### src/rtl/bnn_loader_if.sv
// Host byte stream, controller SRAM buses and SRAM-side outputs of the BNN loader.
// The loader sits on the slave modport; the host/SRAM environment on the master.
interface bnn_loader_if #(
  parameter int INST_AW = 11,
  parameter int DATA_AW = 13
);
  logic               host_valid;
  logic [7:0]         host_data;
  logic               host_ready;
  logic [INST_AW+1:0] ctrl_instsram;
  logic [DATA_AW+1:0] ctrl_datasram;
  logic [15:0]        core_wdata;
  logic [INST_AW+1:0] instsram_ctrl;
  logic [15:0]        instsram_wdata;
  logic [DATA_AW+1:0] datasram_ctrl;
  logic [15:0]        datasram_wdata;
  logic               ctrl_rst;
  logic               ctrl_pause;
  logic               load_err;

  modport master (
    output host_valid, host_data, ctrl_instsram, ctrl_datasram, core_wdata,
    input  host_ready, instsram_ctrl, instsram_wdata, datasram_ctrl, datasram_wdata,
           ctrl_rst, ctrl_pause, load_err
  );

  modport slave (
    input  host_valid, host_data, ctrl_instsram, ctrl_datasram, core_wdata,
    output host_ready, instsram_ctrl, instsram_wdata, datasram_ctrl, datasram_wdata,
           ctrl_rst, ctrl_pause, load_err
  );
endinterface

### src/rtl/bnn_loader.sv
// Host-side loader: writes 16-bit words from a byte stream into instruction/data SRAM,
// then hands both SRAM buses to the BNN controller on RUN and releases its reset.
module bnn_loader #(
  parameter int INST_AW = 11,
  parameter int DATA_AW = 13
) (
  input  logic         clk,
  input  logic         rst,
  bnn_loader_if.slave  bus
);

  typedef enum logic [2:0] {
    S_IDLE, S_ADDR_H, S_ADDR_L, S_CNT_H, S_CNT_L, S_DATA_H, S_DATA_L, S_RUN
  } state_t;

  localparam logic [7:0] CMD_PAUSE = 8'hA0;
  localparam logic [7:0] CMD_INST  = 8'hA1;
  localparam logic [7:0] CMD_DATA  = 8'hA2;
  localparam logic [7:0] CMD_STOP  = 8'hA3;
  localparam logic [7:0] CMD_RUN   = 8'hA5;
  localparam logic [DATA_AW-1:0] ADDR_ONE = 1;

  state_t             state, state_nx;
  logic               ready_q;
  logic               accept;
  logic               run_mode;
  logic               tgt_data_q;
  logic [DATA_AW-1:0] addr_q;
  logic [15:0]        cnt_q;
  logic [7:0]         hi_q;
  logic               pause_q;
  logic               err_q;

  logic               inst_cen_q, inst_wen_q;
  logic [INST_AW-1:0] inst_addr_q;
  logic [15:0]        inst_wdata_q;
  logic               data_cen_q, data_wen_q;
  logic [DATA_AW-1:0] data_addr_q;
  logic [15:0]        data_wdata_q;

  assign accept   = bus.host_valid && ready_q;
  assign run_mode = (state == S_RUN);

  always_ff @(posedge clk or negedge rst) begin
    if (!rst) state <= S_IDLE;
    else      state <= state_nx;
  end

  // NOTE: every always_comb output gets a default first so no path can infer a latch.
  always_comb begin
    state_nx = state;
    if (accept) begin
      case (state)
        S_IDLE: begin
          if (bus.host_data == CMD_INST || bus.host_data == CMD_DATA) state_nx = S_ADDR_H;
          else if (bus.host_data == CMD_RUN)                          state_nx = S_RUN;
        end
        S_ADDR_H: state_nx = S_ADDR_L;
        S_ADDR_L: state_nx = S_CNT_H;
        S_CNT_H:  state_nx = S_CNT_L;
        S_CNT_L:  state_nx = ({cnt_q[15:8], bus.host_data} == 16'd0) ? S_IDLE : S_DATA_H;
        S_DATA_H: state_nx = S_DATA_L;
        S_DATA_L: state_nx = (cnt_q == 16'd1) ? S_IDLE : S_DATA_H;
        S_RUN: begin
          if (bus.host_data == CMD_STOP)                                   state_nx = S_IDLE;
          else if (bus.host_data == CMD_INST || bus.host_data == CMD_DATA) state_nx = S_ADDR_H;
        end
        default: state_nx = S_IDLE;
      endcase
    end
  end

  // NOTE: sequential state uses non-blocking assignments only, so every register samples
  // pre-edge values regardless of statement order.
  always_ff @(posedge clk or negedge rst) begin
    if (!rst) begin
      ready_q      <= 1'b0;
      tgt_data_q   <= 1'b0;
      addr_q       <= '0;
      cnt_q        <= '0;
      hi_q         <= '0;
      pause_q      <= 1'b0;
      err_q        <= 1'b0;
      inst_cen_q   <= 1'b1;
      inst_wen_q   <= 1'b1;
      inst_addr_q  <= '0;
      inst_wdata_q <= '0;
      data_cen_q   <= 1'b1;
      data_wen_q   <= 1'b1;
      data_addr_q  <= '0;
      data_wdata_q <= '0;
    end else begin
      ready_q    <= 1'b1;
      // Strobes last one cycle: they fall back to idle unless re-armed below.
      inst_cen_q <= 1'b1;
      inst_wen_q <= 1'b1;
      data_cen_q <= 1'b1;
      data_wen_q <= 1'b1;
      if (accept) begin
        case (state)
          S_IDLE: begin
            if (bus.host_data == CMD_INST || bus.host_data == CMD_DATA)
              tgt_data_q <= (bus.host_data == CMD_DATA);
            else if (bus.host_data != CMD_RUN && bus.host_data != CMD_PAUSE &&
                     bus.host_data != CMD_STOP)
              err_q <= 1'b1;
          end
          S_ADDR_H: addr_q[DATA_AW-1:8] <= bus.host_data[DATA_AW-9:0];
          S_ADDR_L: addr_q[7:0]         <= bus.host_data;
          S_CNT_H:  cnt_q[15:8]         <= bus.host_data;
          S_CNT_L:  cnt_q[7:0]          <= bus.host_data;
          S_DATA_H: hi_q                <= bus.host_data;
          S_DATA_L: begin
            if (tgt_data_q) begin
              data_cen_q   <= 1'b0;
              data_wen_q   <= 1'b0;
              data_addr_q  <= addr_q;
              data_wdata_q <= {hi_q, bus.host_data};
            end else begin
              inst_cen_q   <= 1'b0;
              inst_wen_q   <= 1'b0;
              inst_addr_q  <= addr_q[INST_AW-1:0];
              inst_wdata_q <= {hi_q, bus.host_data};
            end
            // Instruction addresses wrap at 2^INST_AW because only the low bits are used.
            addr_q <= addr_q + ADDR_ONE;
            cnt_q  <= cnt_q - 16'd1;
          end
          S_RUN: begin
            case (bus.host_data)
              CMD_PAUSE: pause_q <= !pause_q;
              CMD_STOP:  pause_q <= 1'b0;
              CMD_INST, CMD_DATA: begin
                pause_q    <= 1'b0;
                tgt_data_q <= (bus.host_data == CMD_DATA);
              end
              CMD_RUN: begin end
              default:   err_q <= 1'b1;
            endcase
          end
          default: begin end
        endcase
      end
    end
  end

  assign bus.host_ready     = ready_q;
  assign bus.instsram_ctrl  = run_mode ? bus.ctrl_instsram
                                       : {inst_wen_q, inst_cen_q, inst_addr_q};
  assign bus.datasram_ctrl  = run_mode ? bus.ctrl_datasram
                                       : {data_wen_q, data_cen_q, data_addr_q};
  assign bus.instsram_wdata = inst_wdata_q;
  assign bus.datasram_wdata = run_mode ? bus.core_wdata : data_wdata_q;
  assign bus.ctrl_rst       = !run_mode;
  assign bus.ctrl_pause     = pause_q;
  assign bus.load_err       = err_q;

endmodule

### src/flat_wrapper.sv
// flat-port wrapper written by rule: the top's interface ports become plain ports
module bnn_loader_flat 
#(
  parameter int INST_AW = 11,
  parameter int DATA_AW = 13
)
  (clk, rst, bus_host_valid, bus_host_data, bus_ctrl_instsram, bus_ctrl_datasram, bus_core_wdata, bus_host_ready, bus_instsram_ctrl, bus_instsram_wdata, bus_datasram_ctrl, bus_datasram_wdata, bus_ctrl_rst, bus_ctrl_pause, bus_load_err);
  bnn_loader_if #(.INST_AW(INST_AW), .DATA_AW(DATA_AW)) bus_i ();
  input  logic clk;
  input  logic rst;
  input wire logic [$bits(bus_i.host_valid)-1:0] bus_host_valid;
  input wire logic [$bits(bus_i.host_data)-1:0] bus_host_data;
  input wire logic [$bits(bus_i.ctrl_instsram)-1:0] bus_ctrl_instsram;
  input wire logic [$bits(bus_i.ctrl_datasram)-1:0] bus_ctrl_datasram;
  input wire logic [$bits(bus_i.core_wdata)-1:0] bus_core_wdata;
  output wire logic [$bits(bus_i.host_ready)-1:0] bus_host_ready;
  output wire logic [$bits(bus_i.instsram_ctrl)-1:0] bus_instsram_ctrl;
  output wire logic [$bits(bus_i.instsram_wdata)-1:0] bus_instsram_wdata;
  output wire logic [$bits(bus_i.datasram_ctrl)-1:0] bus_datasram_ctrl;
  output wire logic [$bits(bus_i.datasram_wdata)-1:0] bus_datasram_wdata;
  output wire logic [$bits(bus_i.ctrl_rst)-1:0] bus_ctrl_rst;
  output wire logic [$bits(bus_i.ctrl_pause)-1:0] bus_ctrl_pause;
  output wire logic [$bits(bus_i.load_err)-1:0] bus_load_err;
  assign bus_i.host_valid = bus_host_valid;
  assign bus_i.host_data = bus_host_data;
  assign bus_i.ctrl_instsram = bus_ctrl_instsram;
  assign bus_i.ctrl_datasram = bus_ctrl_datasram;
  assign bus_i.core_wdata = bus_core_wdata;
  assign bus_host_ready = bus_i.host_ready;
  assign bus_instsram_ctrl = bus_i.instsram_ctrl;
  assign bus_instsram_wdata = bus_i.instsram_wdata;
  assign bus_datasram_ctrl = bus_i.datasram_ctrl;
  assign bus_datasram_wdata = bus_i.datasram_wdata;
  assign bus_ctrl_rst = bus_i.ctrl_rst;
  assign bus_ctrl_pause = bus_i.ctrl_pause;
  assign bus_load_err = bus_i.load_err;
  bnn_loader #(.INST_AW(INST_AW), .DATA_AW(DATA_AW)) u_core (.clk(clk), .rst(rst), .bus(bus_i));
endmodule
### config.mk
export PLATFORM = sky130hd
export DESIGN_NAME = bnn_loader_flat
export DESIGN_NICKNAME = d
export VERILOG_FILES = /design/src/rtl/bnn_loader_if.sv /design/src/rtl/bnn_loader.sv /design/src/flat_wrapper.sv
export SDC_FILE = /design/constraint.sdc
export NUM_CORES = 1
export LEC_CHECK = 0
export ABC_CLOCK_PERIOD_IN_PS = 1800
export CAP_MARGIN = 10
export CORE_MARGIN = 4
export CORE_UTILIZATION = 30
export CTS_BUF_LIST = sky130_fd_sc_hd__clkbuf_2
export DETAILED_ROUTE_END_ITERATION = 6
export HOLD_SLACK_MARGIN = 0.03
export PLACE_DENSITY = 0.59
export SLEW_MARGIN = 20
export SYNTH_ARGS = -nofsm -noshare
export SYNTH_HDL_FRONTEND = slang
export SYNTH_SLANG_ARGS = --single-unit
### constraint.sdc
create_clock -name clk -period 1.8 [get_ports clk]
set_input_delay 0.54 -clock clk [delete_from_list [all_inputs] [get_ports clk]]
set_output_delay 0.54 -clock clk [all_outputs]
set_load 0.005 [all_outputs]
==> results.md, run 1 <==
Logic synthesis:
- The synthesized netlist occupies a cell area of 5290 um2.
- The number of different library cells used by synthesis comes to 62.
- A synthesized cell averages 9.40 um2.
- The number of warnings reported in the yosys synthesis log is 0.
- The proportion of synthesized chip area in sequential cells is 0.483.
- The count of flip-flops with a built-in enable after synthesis is 0.
- Synthesis handed over a netlist of 563 instances.
- The proportion of register bits with asynchronous set or reset after synthesis is 1.00.
- The post-synthesis sequential element count is 102.
- The post-synth net total is 621.
- The predominant post-synthesis flop cell is sky130_fd_sc_hd__dfrtp_1.

Setup path:
- The slowest stage cell on the critical path is sky130_fd_sc_hd__dfrtp_1.
- The critical path is of the flop to output pin type.
- Walking the worst path, the cells encountered are nand2_2, nor2_4, buf_6, inv_8, buf_12, buf_12, buf_16, nand2_2, nand2_1, buf_2.
- Of all nets on the critical path, the largest fanout is 8.
- The launching element type of the critical path is a flop.
- The critical path contains buffers and inverters numbering 6 combined.
- The kind of cell with the highest combined delay along the critical path is buffers and inverters.
- The nature of the critical path endpoint is an output pin.
- The required time at the endpoint of the critical path is 1260 ps.
- STA puts the critical path data arrival time at 2010 ps.
- The peak per-stage delay on the critical path is 430 ps.

Power:
- The static leakage is 0.00395 uW.
- The highest ir drop seen on vdd is 565 uV.
- The total power per unit cell area is 1240 nW/um2.
- The post-route total power is 10200 uW.

Floorplan:
- The starting utilization of the core area is 0.306.
- The floorplan step defined a core boundary enclosing 17300 um2.
- The die covers 19800 um2.
- The number of top-level design ports is 119.
- The die is 141 um wide.
- The number of rows created at floorplan is 48.
- In this run the vertical extent of the chip is 141 um.

Layout:
- The filler cells instantiated in the layout total 1565.
- In the final layout, the share of cells above drive strength 1 is 0.477.
- The area occupied by registers is 2550 um2.
- The total inserted antenna cells is 0.
- The area taken by multi-input logic gates is 3090 um2.
- At the end of the flow, the number of nets in the layout was 830.
- The final design utilization is 0.477.
- Relative to the synthesized area, the layout overhead comes to 55.9%.

CTS:
- The H-tree was split into 3 levels.
- In this run the clock root is driven by a sky130_fd_sc_hd__clkbuf_2.
- The clock latency reported for the late side of the worst-skew pair is 600 ps.
- TritonCTS built the clock tree.
- TritonCTS created 9 clock buffers.
- The maximum root-to-sink buffer count is 2.
- The clock sink total is 102.
- The clock transition time at the flip-flop clock pins of the worst setup and hold paths is 270 ps.

Drt:
- The wire length per cell after detailed routing is 17.0 um.
- The number of antenna-violating nets in the routed design is 0.
- The DRC violation count after routing is 0.
- The via density per instance is 5.03.
- The detailed router finished its first iteration with 328 violations.
- Summed over all layers, the routed wires come to 17100 um.
- The number of search-and-repair iterations in the first detailed-routing pass is 5.
- The detailed router placed 5045 vias in this run.

Hold path:
- The worst hold path belongs to the class primary input to asynchronous set/reset pin.

Timing:
- Subtracting the final worst setup slack from the clock period gives 2550 ps.
- On the final layout, the worst clock skew is 25.5 ps.
- The final count of hold timing violations is 0.
- The post-route fraction of the period consumed by the critical path is 1.42.
- The max-slew violation count was 0.
- Once routing completed, OpenROAD measured the worst setup slack at -748 ps.
- The total setup violations reported at the end of the flow is 57.
- Derived from the worst setup path, the maximum achievable clock frequency is 0.393 GHz.
- Setup repair after global routing could not meet its margin everywhere.

Outcome:
- The checks that failed: setup timing.
- The flow ran to the end, but the final reports show violations.

Placed design:
- The last weighted congestion value of the routability-driven placer is 0.870.
- Once detailed placement completed, the half-perimeter wirelength came to 11400 um.
- During placement, the flow inserted port buffers numbering 118.

Global route:
- The global-route wire length before repair is 27000 um.
- The pin count of the biggest net entering global routing is 43.
- The initial antenna violation count is 0.
- The overall routing resource usage is 0.169.
- The global route total overflow is 0.
- The via count of the first global-routing pass came to 5111.

Run:
- Max-cap violations in this run came to 0.
==> cell type report <==
| cell class | count | area share |
|---|---|---|
| tap | 225 | 0.0341 |
| clock inverter | 5 | 0.00985 |
| timing repair buffer | 232 | 0.259 |
| multi-input combinational | 416 | 0.375 |
| sequential | 102 | 0.309 |
| inverter | 11 | 0.00591 |
| clock buffer | 11 | 0.00667 |
==> cell families after synthesis <==
family / count (synthesis) / share of synthesized area
and+or+nand+nor: 243 / 0.206
AOI/OAI and AO/OA: 104 / 0.128
DFF: 102 / 0.483
muxes: 63 / 0.135
buffers and inverters: 45 / 0.0376
adders and majority gates: 3 / 0.00709
xor gates and xnor gates: 2 / 0.00331
other: 1 / 0.000708
==> per-layer routing <==
layer  routed length [um]  global-route usage  vias to the layer above
li1                     -                   -                     2389
met4                  300              0.0444                        0
met1                 7460               0.220                     2499
met5                    0                   0                        -
met2                 8400               0.287                      135
met3                  913              0.0349                       22
==> cells in the final DEF, fill, tap and decap left out, types with 6 or more instances in the layout <==
cell / Yosys / routed
sky130_fd_sc_hd__mux2_2: 57 / 57
sky130_fd_sc_hd__o21ai_1: 3 / 12
sky130_fd_sc_hd__buf_4: 1 / 74
sky130_fd_sc_hd__nor3_4: 1 / 6
sky130_fd_sc_hd__nor3_1: 11 / 8
sky130_fd_sc_hd__a31oi_1: 7 / 6
sky130_fd_sc_hd__nand3_1: 14 / 11
sky130_fd_sc_hd__a21oi_2: 3 / 7
sky130_fd_sc_hd__nor2_1: 23 / 21
sky130_fd_sc_hd__dfrtp_1: 100 / 100
sky130_fd_sc_hd__nand2_4: 0 / 23
sky130_fd_sc_hd__buf_12: 0 / 10
sky130_fd_sc_hd__buf_2: 9 / 54
sky130_fd_sc_hd__clkbuf_2: 0 / 11
sky130_fd_sc_hd__inv_1: 10 / 8
sky130_fd_sc_hd__clkdlybuf4s50_1: 0 / 53
sky130_fd_sc_hd__o22a_1: 6 / 6
sky130_fd_sc_hd__nand2_2: 0 / 47
sky130_fd_sc_hd__a22o_1: 6 / 6
sky130_fd_sc_hd__o21ai_0: 34 / 22
sky130_fd_sc_hd__a21oi_1: 21 / 16
sky130_fd_sc_hd__buf_6: 2 / 30
sky130_fd_sc_hd__nand2_1: 160 / 90
==> power breakdown <==
| part | internal (uW) | total [uW] | switching (uW) |
|---|---|---|---|
| Combinational | 2800 | 5350 | 2550 |
| Sequential | 2980 | 3610 | 631 |
| Clock | 475 | 1260 | 786 |
==> state kept, by name, indices dropped and copies added, names as in the netlist <==
name	count
u_core.inst_cen_q	1
u_core.data_wdata_q	16
u_core.bus.host_ready	1
u_core.inst_addr_q	11
u_core.hi_q	8
u_core.bus.ctrl_pause	1
u_core.data_cen_q	1
u_core.cnt_q	16
u_core.bus.instsram_wdata	16
u_core.state	3
u_core.bus.load_err	1
u_core.data_addr_q	13
u_core.addr_q	13
u_core.tgt_data_q	1
==> worst reg2reg max path, delay by kind of cell, from the launching register on <==
kind / cells / cell delay (ps)
simple gates: 2 / 920
compound gates: 2 / 310
buf+inv: 2 / 280
flops: 1 / 460
==> timing repair <==
action	CTS	global route
gates resized for setup	366	91
pin swaps	88	26
endpoints found under the hold margin	19	0
gates cloned	6	3
hold buffers	1	0
buffers inserted	26	13
setup endpoints to repair	82	119
==> path summary, 6_finish.rpt <==
| path | startpoint | to | slack (ps) | cells after the start |
|---|---|---|---|---|
| setup / recovery | u_core.state[2] | bus_instsram_ctrl[1] | -750 | 10 |
| max in group asynchronous | rst | u_core.data_cen_q | 880 | 3 |
| hold reg to reg | u_core.data_wdata_q[2] | u_core.data_wdata_q[2] | 550 | 1 |
| hold / removal | rst | u_core.cnt_q[5] | 330 | 2 |
| setup reg to reg | u_core.cnt_q[0] | u_core.cnt_q[13] | -270 | 6 |
| min in group clk | u_core.data_wdata_q[2] | u_core.data_wdata_q[2] | 550 | 1 |
==> stage by stage <==
step / setup WS (ps) / std cells / area, um2 / TNS (ps) / hold slack (ps)
after detailed placement: -673 / 947 / 7250 / -47720 / 465
after global placement: -633 / 947 / 7250 / -46200 / 461
final: -748 / 1002 / 8260 / -30570 / 327
after global routing: -916 / 1002 / 8260 / -38960 / 309
after CTS: -783 / 992 / 7820 / -33900 / 261
after floorplan: -174 / 563 / 5340 / -1100 / 244
==> cell usage after synthesis, drive strengths merged (3+ instances only) <==
| master | instances | area, um2 |
|---|---|---|
| a21oi | 24 | 131 |
| a22o | 6 | 52.6 |
| a31oi | 7 | 43.8 |
| and3 | 5 | 31.3 |
| buf | 14 | 82.6 |
| clkbuf | 20 | 75.1 |
| dfrtp | 100 | 2500 |
| ha | 3 | 37.5 |
| inv | 11 | 41.3 |
| mux2 | 63 | 713 |
| nand2 | 160 | 601 |
| nand3 | 14 | 70.1 |
| nor2 | 24 | 92.6 |
| nor3 | 14 | 91.3 |
| nor4 | 6 | 43.8 |
| o21ai | 37 | 185 |
| o22a | 6 | 52.6 |
| o22ai | 3 | 18.8 |
| or3 | 3 | 23.8 |
| or4 | 4 | 37.5 |
Power figures use the tool's default switching activity.
==> inputs of run 2 (changes only) <==
CORE_MARGIN = 2   (was 4)
==> run 2 against run 1 <==
Compared with the run above: the run still ends with setup timing left; critical endpoint is now bus_datasram_ctrl[2]; combinational power rose by 6.7%; critical path depth fell by 1; sequential share of layout area fell by 0.46 points; non-clock buffer count rose by 16; hold slack improved by 29 ps.
==> results.md, run 2 (same netlist as run 1, synthesis figures left out) <==
Outcome:
- The final reports fail on setup timing.
- The flow ran to the end, but the final reports show violations.

Timing:
- For the finished layout, the period the worst path requires is 2530 ps.
- The total setup violations reported at the end of the flow is 86.
- The top achievable clock speed is 0.395 GHz.
- The final count of hold timing violations was 0.
- The final worst slack is -730 ps.
- The max-slew violation count is 0.
- The total negative slack is -35420 ps.
- The post-route fraction of the period consumed by the critical path is 1.41.
- The final clock skew is 20.7 ps.
- Setup repair after global routing could not meet its margin everywhere.

Floorplan:
- Measured along the y axis, the die boundary spans 137 um.
- The core region is 17300 um2.
- After floorplanning, the core was divided into 48 placement rows.
- The number of top-level design ports is 119.
- The overall die area is 18700 um2.
- The floorplan die width is 137 um.
- For this configuration, the core starts out at a cell density of 0.306.

Layout:
- The final design utilization is 0.484.
- After routing the design area is 8380 um2.
- 0 antenna diodes ended up in the layout.
- Leaving out fill and tap cells, the most frequent cells in the layout are sky130_fd_sc_hd__dfrtp_1 (100), sky130_fd_sc_hd__nand2_1 (96), sky130_fd_sc_hd__buf_4 (85).
- Compared with the post-synthesis result, the final layout area differs by 58.3%.
- The most frequent standard cell in the layout excluding fill and tap cells is sky130_fd_sc_hd__dfrtp_1.
- Across the whole layout, storage elements account for 2550 um2.
- The layout has 1556 filler cells.
- The proportion of layout cells with a drive suffix above 1 is 0.489.
- The net count of the finished layout is 846.
- The multi-input combinational cells in the finished layout cover a total of 3130 um2.

Setup path:
- The nature of the critical path endpoint is an output pin.
- Walking the worst path, the cells encountered are nand2_2, nor2_4, buf_6, clkinv_8, buf_12, buf_12, nand2_4, nand2_2, buf_6.
- In this run the worst path has a maximum fanout of 6.
- The largest individual stage delay along the critical path comes from the cell sky130_fd_sc_hd__dfrtp_1.
- The worst reg-to-reg path cell count is 6.
- The critical path is of the flop to output pin type.
- In this run the critical register-to-register path is launched from u_core.state[0].
- The largest single stage delay on the critical path is 430 ps.
- At the worst endpoint, the arrival time is 1990 ps.
- In this run the worst setup path begins at u_core.state[1].
- STA classifies the critical path startpoint as a flop.
- The required time at the endpoint of the critical path is 1260 ps.

Placed design:
- The last weighted congestion value of the routability-driven placer is 0.888.
- The detailed placer's ending HPWL is 11000 um.
- The number of buffer cells added on primary ports is 118.
- In this run the cell area measured after placement is 7240 um2.

CTS:
- In this run, CTS created clock tree buffers numbering 9.
- The longest clock path from root to sink contains 2 buffers.
- The H-tree was split into 3 levels.
- Clock-pin slew was measured on the worst setup and hold paths at 270 ps.
- CTS saw 102 sinks.
- The tree is rooted in a sky130_fd_sc_hd__clkbuf_2.
- The CTS tree is done.
- The clock latency reported for the late side of the worst-skew pair is 620 ps.

Drt:
- The pre-antenna-repair detailed-routing pass consisted of 5 iterations.
- In the final routed layout, each cell accounts on average for 17.3 um.
- After detailed routing, the number of remaining DRC violations is 0.
- After the first detailed-routing iteration, the DRC count stood at 397.
- For this block, the routed nets add up to 17600 um of wire.
- Once detail routing completed, the nets flagged for antenna violations numbered 0.
- The via density per instance is 5.07.
- The routed via count is 5159.

Run:
- Across the run, the number of max-cap violations was 0.

Global route:
- The initial antenna violation count is 0.
- Entering global routing, the biggest net connects 48 pins.
- The first global-routing pass estimated 26600 um of wire.
- The via count of the first global-routing pass is 4954.
- After global routing the overflow that remains totals 0.
- In the global route stage, overall resource usage came out at 0.185.

Power:
- In this run the power density over the cells is 1240 nW/um2.
- VDD sags by at most 507 uV.
- The post-route total power is 10400 uW.
- The analysis attributes to cell leakage a power of 0.00403 uW.

Hold path:
- The worst min-delay path class is primary input to asynchronous set/reset pin.
==> run 2: report_power, final <==
group	total (uW)	internal, uW	switching, uW
clock network	1120	326	793
registers	3590	2980	607
logic	5710	2980	2730
total	10400	6290	4130
==> run 2: timing repair <==
item | 4_1_cts | 5_1_grt
gates cloned | 9 | 1
pin swaps | 65 | 33
setup endpoints to repair | 102 | 109
hold buffers | 1 | 0
hold endpoints to repair | 26 | 0
setup buffers | 40 | 20
gates resized for setup | 344 | 138
==> run 2: routing by layer <==
layer	global-route usage	up-vias	share of wire	wire length, um
met2	0.319	161	0.49	8670
li1	-	2422	-	-
met4	0.0596	0	0.017	295
met3	0.0311	22	0.052	918
met1	0.238	2554	0.44	7730
met5	0	-	0	0
==> run 2: path summary, 6_finish.rpt <==
check                                                to  slack [ps]
setup / recovery                   bus_datasram_ctrl[2]        -730
hold / removal                         u_core.addr_q[0]         360
setup reg to reg           u_core.bus.instsram_wdata[8]        -190
hold reg to reg                     u_core.bus.load_err         550
max in group asynchronous  u_core.bus.instsram_wdata[0]         860
min in group clk           u_core.bus.instsram_wdata[6]         490
==> run 2: stage by stage <==
| stage | cells | hold slack, ps | worst slack (ps) |
|---|---|---|---|
| 2_1_floorplan | 563 | 244 | -174 |
| 3_3_place_gp | 944 | 473 | -631 |
| 3_5_place_dp | 944 | 475 | -631 |
| 4_1_cts | 1005 | 340 | -767 |
| 5_1_grt | 1018 | 375 | -831 |
| 6_report | 1018 | 355 | -730 |
==> run 2: final cells by class <==
type                    instances  area share
clock inverters                 6     0.00732
well taps                     225      0.0336
multi-input cells             416       0.373
clock buffers                  10     0.00597
inverters                      11     0.00642
repair buffers                248       0.269
flip-flops and latches        102       0.305
==> run 2: critical path: cells and delay by family, from the launching register on <==
kind | cells | cell delay [ps]
and+or+nand+nor | 4 | 320
buffers and inverters | 5 | 600
DFF | 1 | 430
